File: src/rtl/replacement_pkg.sv
// Shared types and helpers for the replacement access driver.
// Optional feature macro: REPLACEMENT_PREFER_INVALID_EN (see replacement_access_driver.sv).
package replacement_pkg;

  typedef enum logic [1:0] {
    IDLE   = 2'd0,
    SELECT = 2'd1,
    EVICT  = 2'd2,
    GRANT  = 2'd3
  } replacement_state_t;

  // Line-index width: ceil(log2(lines)), never below 1.
  function automatic int counter_width(input int lines);
    int w;
    w = 1;
    while ((1 << w) < lines) w++;
    return w;
  endfunction

endpackage

File: src/rtl/invalid_line_finder.sv
// Priority encoder over the valid vector: reports whether any line is
// invalid and the lowest such index.
module invalid_line_finder #(
  parameter int NUMBER_OF_CACHE_LINES = 8,
  parameter int COUNTER_WIDTH         = 3
) (
  input  logic [NUMBER_OF_CACHE_LINES-1:0] valid,
  output logic                             found,
  output logic [COUNTER_WIDTH-1:0]         lowestInvalid
);

  // Scan from the top down so the lowest invalid index is the last write.
  always_comb begin
    found         = 1'b0;
    lowestInvalid = '0;
    for (int i = NUMBER_OF_CACHE_LINES - 1; i >= 0; i--) begin
      if (!valid[i]) begin
        found         = 1'b1;
        lowestInvalid = COUNTER_WIDTH'(i);
      end
    end
  end

endmodule

File: src/rtl/replacement_access_driver.sv
// Master-side driver for the replacement-algorithm interface: tracks line
// valid bits, serves allocations (select victim, optional eviction, grant)
// and forwards hit/snoop events as one-cycle access/invalidate pulses.
// Build option: define REPLACEMENT_PREFER_INVALID_EN to pick the lowest
// invalid line before consulting the replacement algorithm.
module replacement_access_driver
  import replacement_pkg::*;
#(
  parameter int NUMBER_OF_CACHE_LINES = 8,
  parameter int COUNTER_WIDTH         = counter_width(NUMBER_OF_CACHE_LINES)
) (
  input  logic                     clock,
  input  logic                     reset,
  input  logic                     hitEnable,
  input  logic [COUNTER_WIDTH-1:0] hitCacheLine,
  input  logic                     snoopInvalidateEnable,
  input  logic [COUNTER_WIDTH-1:0] snoopInvalidateLine,
  input  logic                     allocateRequest,
  output logic                     allocateGrant,
  output logic [COUNTER_WIDTH-1:0] allocatedCacheLine,
  output logic                     evictRequest,
  output logic [COUNTER_WIDTH-1:0] evictCacheLine,
  input  logic                     evictDone,
  output logic [COUNTER_WIDTH-1:0] lastAccessedCacheLine,
  output logic                     accessEnable,
  output logic [COUNTER_WIDTH-1:0] invalidatedCacheLine,
  output logic                     invalidateEnable,
  input  logic [COUNTER_WIDTH-1:0] replacementCacheLine
);

  replacement_state_t               state, nextState;
  logic [NUMBER_OF_CACHE_LINES-1:0] valid;
  logic [COUNTER_WIDTH-1:0]         victim, victimNext;
  logic                             victimNextValid;
  logic                             evictAck;

  // evictDone only counts once the request is actually visible outside.
  assign evictAck = evictRequest && evictDone;

`ifdef REPLACEMENT_PREFER_INVALID_EN
  logic                     invalidFound;
  logic [COUNTER_WIDTH-1:0] firstInvalid;

  invalid_line_finder #(
    .NUMBER_OF_CACHE_LINES(NUMBER_OF_CACHE_LINES),
    .COUNTER_WIDTH        (COUNTER_WIDTH)
  ) finder (
    .valid        (valid),
    .found        (invalidFound),
    .lowestInvalid(firstInvalid)
  );

  assign victimNext = invalidFound ? firstInvalid : replacementCacheLine;
`else
  assign victimNext = replacementCacheLine;
`endif

  // Valid bit of the proposed victim; out-of-range indices read as invalid.
  always_comb begin
    victimNextValid = 1'b0;
    for (int i = 0; i < NUMBER_OF_CACHE_LINES; i++) begin
      if (victimNext == COUNTER_WIDTH'(i)) victimNextValid = valid[i];
    end
  end

  // FSM state register.
  always_ff @(posedge clock or negedge reset) begin
    if (!reset) state <= IDLE;
    else        state <= nextState;
  end

  // FSM next-state logic.
  always_comb begin
    nextState = state;
    case (state)
      IDLE:    if (allocateRequest) nextState = SELECT;
      SELECT:  nextState = victimNextValid ? EVICT : GRANT;
      EVICT:   if (evictAck) nextState = GRANT;
      GRANT:   nextState = IDLE;
      default: nextState = IDLE;
    endcase
  end

  // Victim is captured once, in SELECT, and held through EVICT/GRANT.
  always_ff @(posedge clock or negedge reset) begin
    if (!reset)               victim <= '0;
    else if (state == SELECT) victim <= victimNext;
  end

  // Valid bits: snoop clear, eviction clear, then grant set (grant wins,
  // since the newly allocated contents belong to a different tag).
  always_ff @(posedge clock or negedge reset) begin
    if (!reset) begin
      valid <= '0;
    end else begin
      for (int i = 0; i < NUMBER_OF_CACHE_LINES; i++) begin
        if (snoopInvalidateEnable && snoopInvalidateLine == COUNTER_WIDTH'(i))
          valid[i] <= 1'b0;
        if (state == EVICT && evictAck && victim == COUNTER_WIDTH'(i))
          valid[i] <= 1'b0;
        if (state == GRANT && victim == COUNTER_WIDTH'(i))
          valid[i] <= 1'b1;
      end
    end
  end

  // Registered interface outputs; pulses last exactly one cycle.
  always_ff @(posedge clock or negedge reset) begin
    if (!reset) begin
      allocateGrant         <= 1'b0;
      allocatedCacheLine    <= '0;
      evictRequest          <= 1'b0;
      evictCacheLine        <= '0;
      accessEnable          <= 1'b0;
      lastAccessedCacheLine <= '0;
      invalidateEnable      <= 1'b0;
      invalidatedCacheLine  <= '0;
    end else begin
      allocateGrant <= (state == GRANT);
      if (state == GRANT) allocatedCacheLine <= victim;

      evictRequest <= (state == EVICT) && !evictAck;
      if (state == EVICT) evictCacheLine <= victim;

      // Hits are only honoured in IDLE; the CPU is stalled during a miss.
      accessEnable <= (state == GRANT) || (state == IDLE && hitEnable);
      if (state == GRANT)                  lastAccessedCacheLine <= victim;
      else if (state == IDLE && hitEnable) lastAccessedCacheLine <= hitCacheLine;

      invalidateEnable <= snoopInvalidateEnable;
      if (snoopInvalidateEnable) invalidatedCacheLine <= snoopInvalidateLine;
    end
  end

endmodule

File: config.mk
export PLATFORM = sky130hd
export DESIGN_NAME = replacement_access_driver
export DESIGN_NICKNAME = d
export VERILOG_FILES = /design/src/rtl/replacement_pkg.sv /design/src/rtl/invalid_line_finder.sv /design/src/rtl/replacement_access_driver.sv
export SDC_FILE = /design/constraint.sdc
export NUM_CORES = 1
export LEC_CHECK = 0
export BUFFER_PORTS_ARGS = -buffer_cell sky130_fd_sc_hd__buf_2
export CORE_MARGIN = 5
export CORE_UTILIZATION = 47
export CTS_CLUSTER_SIZE = 30
export DETAILED_ROUTE_END_ITERATION = 10
export GPL_ROUTABILITY_DRIVEN = 0
export GPL_TIMING_DRIVEN = 0
export PLACE_DENSITY = 0.73
export REMOVE_ABC_BUFFERS = 1
export SLEW_MARGIN = 20
export SYNTH_ARGS = -nofsm -noshare
export SYNTH_HDL_FRONTEND = slang
export SYNTH_SLANG_ARGS = --single-unit
File: constraint.sdc
create_clock -name clock -period 1.85 [get_ports clock]
set_clock_uncertainty 0.2 [all_clocks]
set_input_delay 0.0925 -clock clock [delete_from_list [all_inputs] [get_ports clock]]
set_output_delay 0.0925 -clock clock [all_outputs]
set_load 0.02 [all_outputs]
## Word level (Yosys, flattened, before mapping)

Cells that the tools add are included.

| word-level totals | value |
|---|---|
| bits in registers | 29 |
| word-level logic and storage cells | 126 |

| operators by class | value |
|---|---|
| equality and inequality tests | 26 |
| multiplexer cells | 38 |
| reduce and logical (&&, ||, !) cells | 44 |

Operators by type and width:

| operator | number |
|---|---|
| $eq A3 B3 Y1 const B | 12 |
| $mux W1 | 33 |
| $logic_and A1 B1 Y1 | 28 |
| $reduce_bool A3 Y1 | 8 |
| $eq A3 B2 Y1 const B | 6 |
| $eq A3 B1 Y1 const B | 3 |
| $logic_not A3 Y1 | 3 |
| $pmux W2 S4 | 1 |
| $mux W3 | 2 |
| $eq A2 B2 Y1 const B | 2 |
| $mux W2 | 2 |
| $ne A2 B2 Y1 const B | 2 |
| $eq A2 B1 Y1 const B | 1 |
| $logic_not A2 Y1 | 1 |
| $reduce_and A2 Y1 | 1 |
| $reduce_bool A2 Y1 | 1 |
| $logic_not A1 Y1 | 1 |
| $logic_or A1 B1 Y1 | 1 |

## Longest topological paths before layout

| logic depth | value |
|---|---|
| depth after elaboration | 11 |
| gate-level depth with buffers | 5 |
| gate-level depth less buffers | 5 |

## Least setup slack after synthesis

Ideal clock, no wire load.

| path | value |
|---|---|
| path type | reg-to-reg |
| from | register state[0] |
| to | register state[1] |
| setup time | 0.125 ns |
| arrival time | 1.398 ns |
| path slack | 0.127 ns |
| stages on the path, launching flop included | 6 |
| path buffers | 0 |
| clock period less this slack | 1.723 ns |
| path through | dfrtp_1 -> inv_1 -> ha_1 -> a21boi_1 -> nor2_1 -> mux2_2 |

| on the way | value |
|---|---|
| longest elaborated chain between the ends | 3 |
| elaborated cells between the ends (all ways) | 8 |
| classes of those cells | 5 x eq/ne; 1 x mux; 2 x reduce/logical |

RTL lines:

| item | RTL line | RTL |
|---|---|---|
| start: declaration | replacement_access_driver.sv:31 | `replacement_state_t state, nextState;` |
| start signal: assignment | replacement_access_driver.sv:69 | `else state <= nextState;` |
| $eq A2 B2 Y1 / $logic_not A2 Y1 (equally long branches) | replacement_access_driver.sv:75 | `case (state)` |
| $ne A2 B2 Y1 (no line) | n/a |  |
| $reduce_and A2 Y1 (no line) | n/a |  |

Parallel ways exist; a longest one is shown, timed or not.
A chain may end at the register's enable or synchronous reset.

## Worst setup path in the final report

| path | value |
|---|---|
| from | input replacementCacheLine[1] |
| to | register state[0] |

| on the way | value |
|---|---|
| longest elaborated chain between the ends | 11 |
| elaborated cells between the ends (all ways) | 18 |
| classes of those cells | 7 x eq/ne; 10 x mux; 1 x reduce/logical |

RTL lines:

| item | RTL line | RTL |
|---|---|---|
| start: declaration | replacement_access_driver.sv:28 | `input logic [COUNTER_WIDTH-1:0] replacementCacheLine` |
| $logic_not A3 Y1 | replacement_access_driver.sv:62 | `if (victimNext == COUNTER_WIDTH'(i)) victimNextValid = valid[i];` |
| $mux W1 (7 in a row) | replacement_access_driver.sv:62 |  |
| $mux W1 (*) | replacement_access_driver.sv:62 |  |
| $mux W1 (*) | replacement_access_driver.sv:77 | `SELECT: nextState = victimNextValid ? EVICT : GRANT;` |
| $pmux W2 S4 (*) | replacement_access_driver.sv:75 |  |

Mark *: on every way between the ends. The rest lies on a longest branch, timed or not.

==> results_dict.tcl <==
set metrics [dict create \
    clkSinkCount 29 \
    first_iter_violations 39 \
    cts_tree "yes" \
    p_per_area_nw_per_um2 1622 \
    grt_pass1_vias 1082 \
    drive_above_1_share 0.3544 \
    area_growth_pct 33.08 \
    clk_latency_ps 330 \
    dp_cells 166 \
    die_h_um 62.92 \
    relSlewSlack 0.5787 \
    drv_cap 0 \
    status "complete, no violations" \
    required_ps 1900 \
    io_buffer_count 30 \
    ant_nets 0 \
    critical_path.top_delay_family "multiplexers" \
    syn_inst 106 \
    ys_warn_count 0 \
    synth_seq_cells 29 \
    nets 177 \
    power_leakage_nw 0.8127 \
    ys_seq_area_frac 0.5513 \
    clk_pin_slew_ps 90 \
    peakVddDrop_mv 1.154 \
    htreeDepth 2 \
    yosysUniqueCellTypes 22 \
    grt.total_usage 0.1628 \
    hpwl_mm 2.072 \
    final_max_slew_viol_count 0 \
    grt_antenna_before_repair 0 \
    wl_mm 2.948 \
    grt_pass1_wl_mm 5.119 \
    setup_tns_ps 0 \
    cts_buffer_depth 2 \
    fp-row-count 19 \
    avgSynthCellArea_um2 12.42 \
    yosys.area.top_type "dfrtp_1" \
    synth-main-ff-cell "dfrtp_1" \
    hold_class "in -> async" \
    path_class "in -> reg" \
    die_w_um 62.92 \
    path_buf_inv 2 \
    path_cells "dlygate4sd3_1, buf_2, mux4_1, mux2_2, a211oi_2" \
    dieArea_um2 3959 \
    rsz0062_at_grt "no" \
    finalHoldViolCount 0 \
    netlist_top_cells_area "dfrtp_1, mux2_2, o21ai_0" \
    syn_area_um2 1316 \
    grt_overflow_total 0 \
    crit_path_max_fanout 3 \
    initial_core_util 0.4857 \
    setup-violations-final 0 \
    post_layout_nonfiller_instances 189 \
    wl_per_cell_um 15.60 \
    cp-end-kind "flip-flop" \
    routed_via_density 5.386 \
    cts_root_buffer "clkbuf_4" \
    max_stage_delay_ps 560 \
    dr.pass1.iters 4 \
    min_period_over_period 0.9573 \
    grt_max_degree 30 \
    synth.top_cell.area_share 0.5513 \
    netlist_top_cells_count "dfrtp_1, o21ai_0, mux2_2" \
    num_io_pins 31 \
    arrival_ps 1820 \
    n_fill_cell 222 \
    cts_buffers 5 \
    core_area_um2 2710 \
    worstMarginPinSlew_ps 631.9 \
    drc 0 \
    diodes 0 \
    yosysMostFrequentCell "dfrtp_1" \
    start_kind "primary input" \
    cp_slowest_cell "mux4_1" \
    max_freq_ghz 0.5646 \
    synth_edf_count 0 \
    min_period_ps 1771 \
    vias 1018 \
    synthArstFlopShare 1.000 \
]
[cell type report]
type                            instances  area [µm²]  share of cell area
Timing Repair Buffer                   45       297.8              0.1700
Clock inverter                          1       30.03             0.01714
Sequential cell                        29       726.9              0.4150
Multi-Input combinational cell         70       580.6              0.3314
Tap cell                               31       38.79             0.02214
Inverter                                6       22.52             0.01286
Clock buffer                            7       55.05             0.03143
[sequential cells by signal, indices dropped and copies added, names as in the netlist, 2 cells and up]
signal                 flops
lastAccessedCacheLine      3
victim                     3
invalidatedCacheLine       3
evictCacheLine             3
valid                      8
allocatedCacheLine         3
state                      2
[cell families (layout without fill, tap and decap cells)]
family,after synthesis,in the layout,synth area share
adders and majority gates,5,5,0.04753
DFF,29,29,0.5513
and+or+nand+nor,24,24,0.09792
AOI/OAI and AO/OA,26,26,0.1340
muxes,15,15,0.1492
buffers and inverters,7,59,0.01996
[cell usage in the layout (no fill, tap or decap), drive strengths merged]
cell         instances
o21a                 1
o31a                 1
dlygate4sd3         14
o21ai               14
o221ai               8
clkbuf               7
or2                  2
bufinv               1
a211oi               1
nand2b               8
nor3                 1
nand4                1
mux2                11
buf                 31
nand2                7
mux2i                2
dfrtp               29
inv                  6
ha                   5
nand4b               1
nor4                 1
a21boi               1
nor2                 2
nor2b                1
mux4                 2
[final timing paths]
check | from | end | slack [ps] | depth (start not counted)
min in group clock | snoopInvalidateEnable | invalidateEnable$_DFF_PN0_ | 280 | 2
setup / recovery | replacementCacheLine[1] | state[0]$_DFFE_PN0P_ | 80 | 5
hold reg to reg | evictCacheLine[2]$_DFFE_PN0P_ | evictCacheLine[2]$_DFFE_PN0P_ | 320 | 1
max in group asynchronous | reset | state[1]$_DFFE_PN0P_ | 890 | 2
setup reg to reg | state[0]$_DFFE_PN0P_ | lastAccessedCacheLine[1]$_DFFE_PN0P_ | 110 | 5
hold / removal | reset | allocateGrant$_DFF_PN0_ | 110 | 2
[power by group]
part | switching (mW) | internal [mW] | leakage [nW] | total (mW)
Clock | 0.222 | 0.323 | 0.0455 | 0.544
Sequential | 0.206 | 0.919 | 0.350 | 1.12
Combinational | 0.629 | 0.544 | 0.417 | 1.17
Total | 1.06 | 1.79 | 0.813 | 2.84
[layer usage]
layer	wire length, µm	up-vias	global-route usage
li1	-	501	-
met1	1228	478	0.1993
met2	1456	32	0.2628
met3	225	7	0.06475
met4	38	0	0.04775
met5	0	-	0
[what timing repair did]
item,in CTS,in global routing
hold endpoints to repair,46,0
setup endpoints to repair,2,5
resized for setup,2,3
pin swaps,1,1
hold buffers,14,0
buffers inserted,0,1
[stage by stage]
| stage | total power [mW] | hold slack [ps] | setup WS (ps) | area (µm²) | util |
|---|---|---|---|---|---|
| CTS | 2.838 | 135.8 | 40.97 | 1733 | 0.6394 |
| global route | 3.065 | 165.2 | 7.271 | 1752 | 0.6464 |
| global placement | 2.202 | -60.35 | -17.14 | 1501 | 0.5540 |
| detailed placement | 2.262 | -44.62 | -59.62 | 1501 | 0.5540 |
| floorplan | 1.902 | -403.1 | 127.4 | 1313 | - |
| finish | 2.842 | 113.5 | 78.95 | 1752 | 0.6464 |
Power figures use the tool's default switching activity.
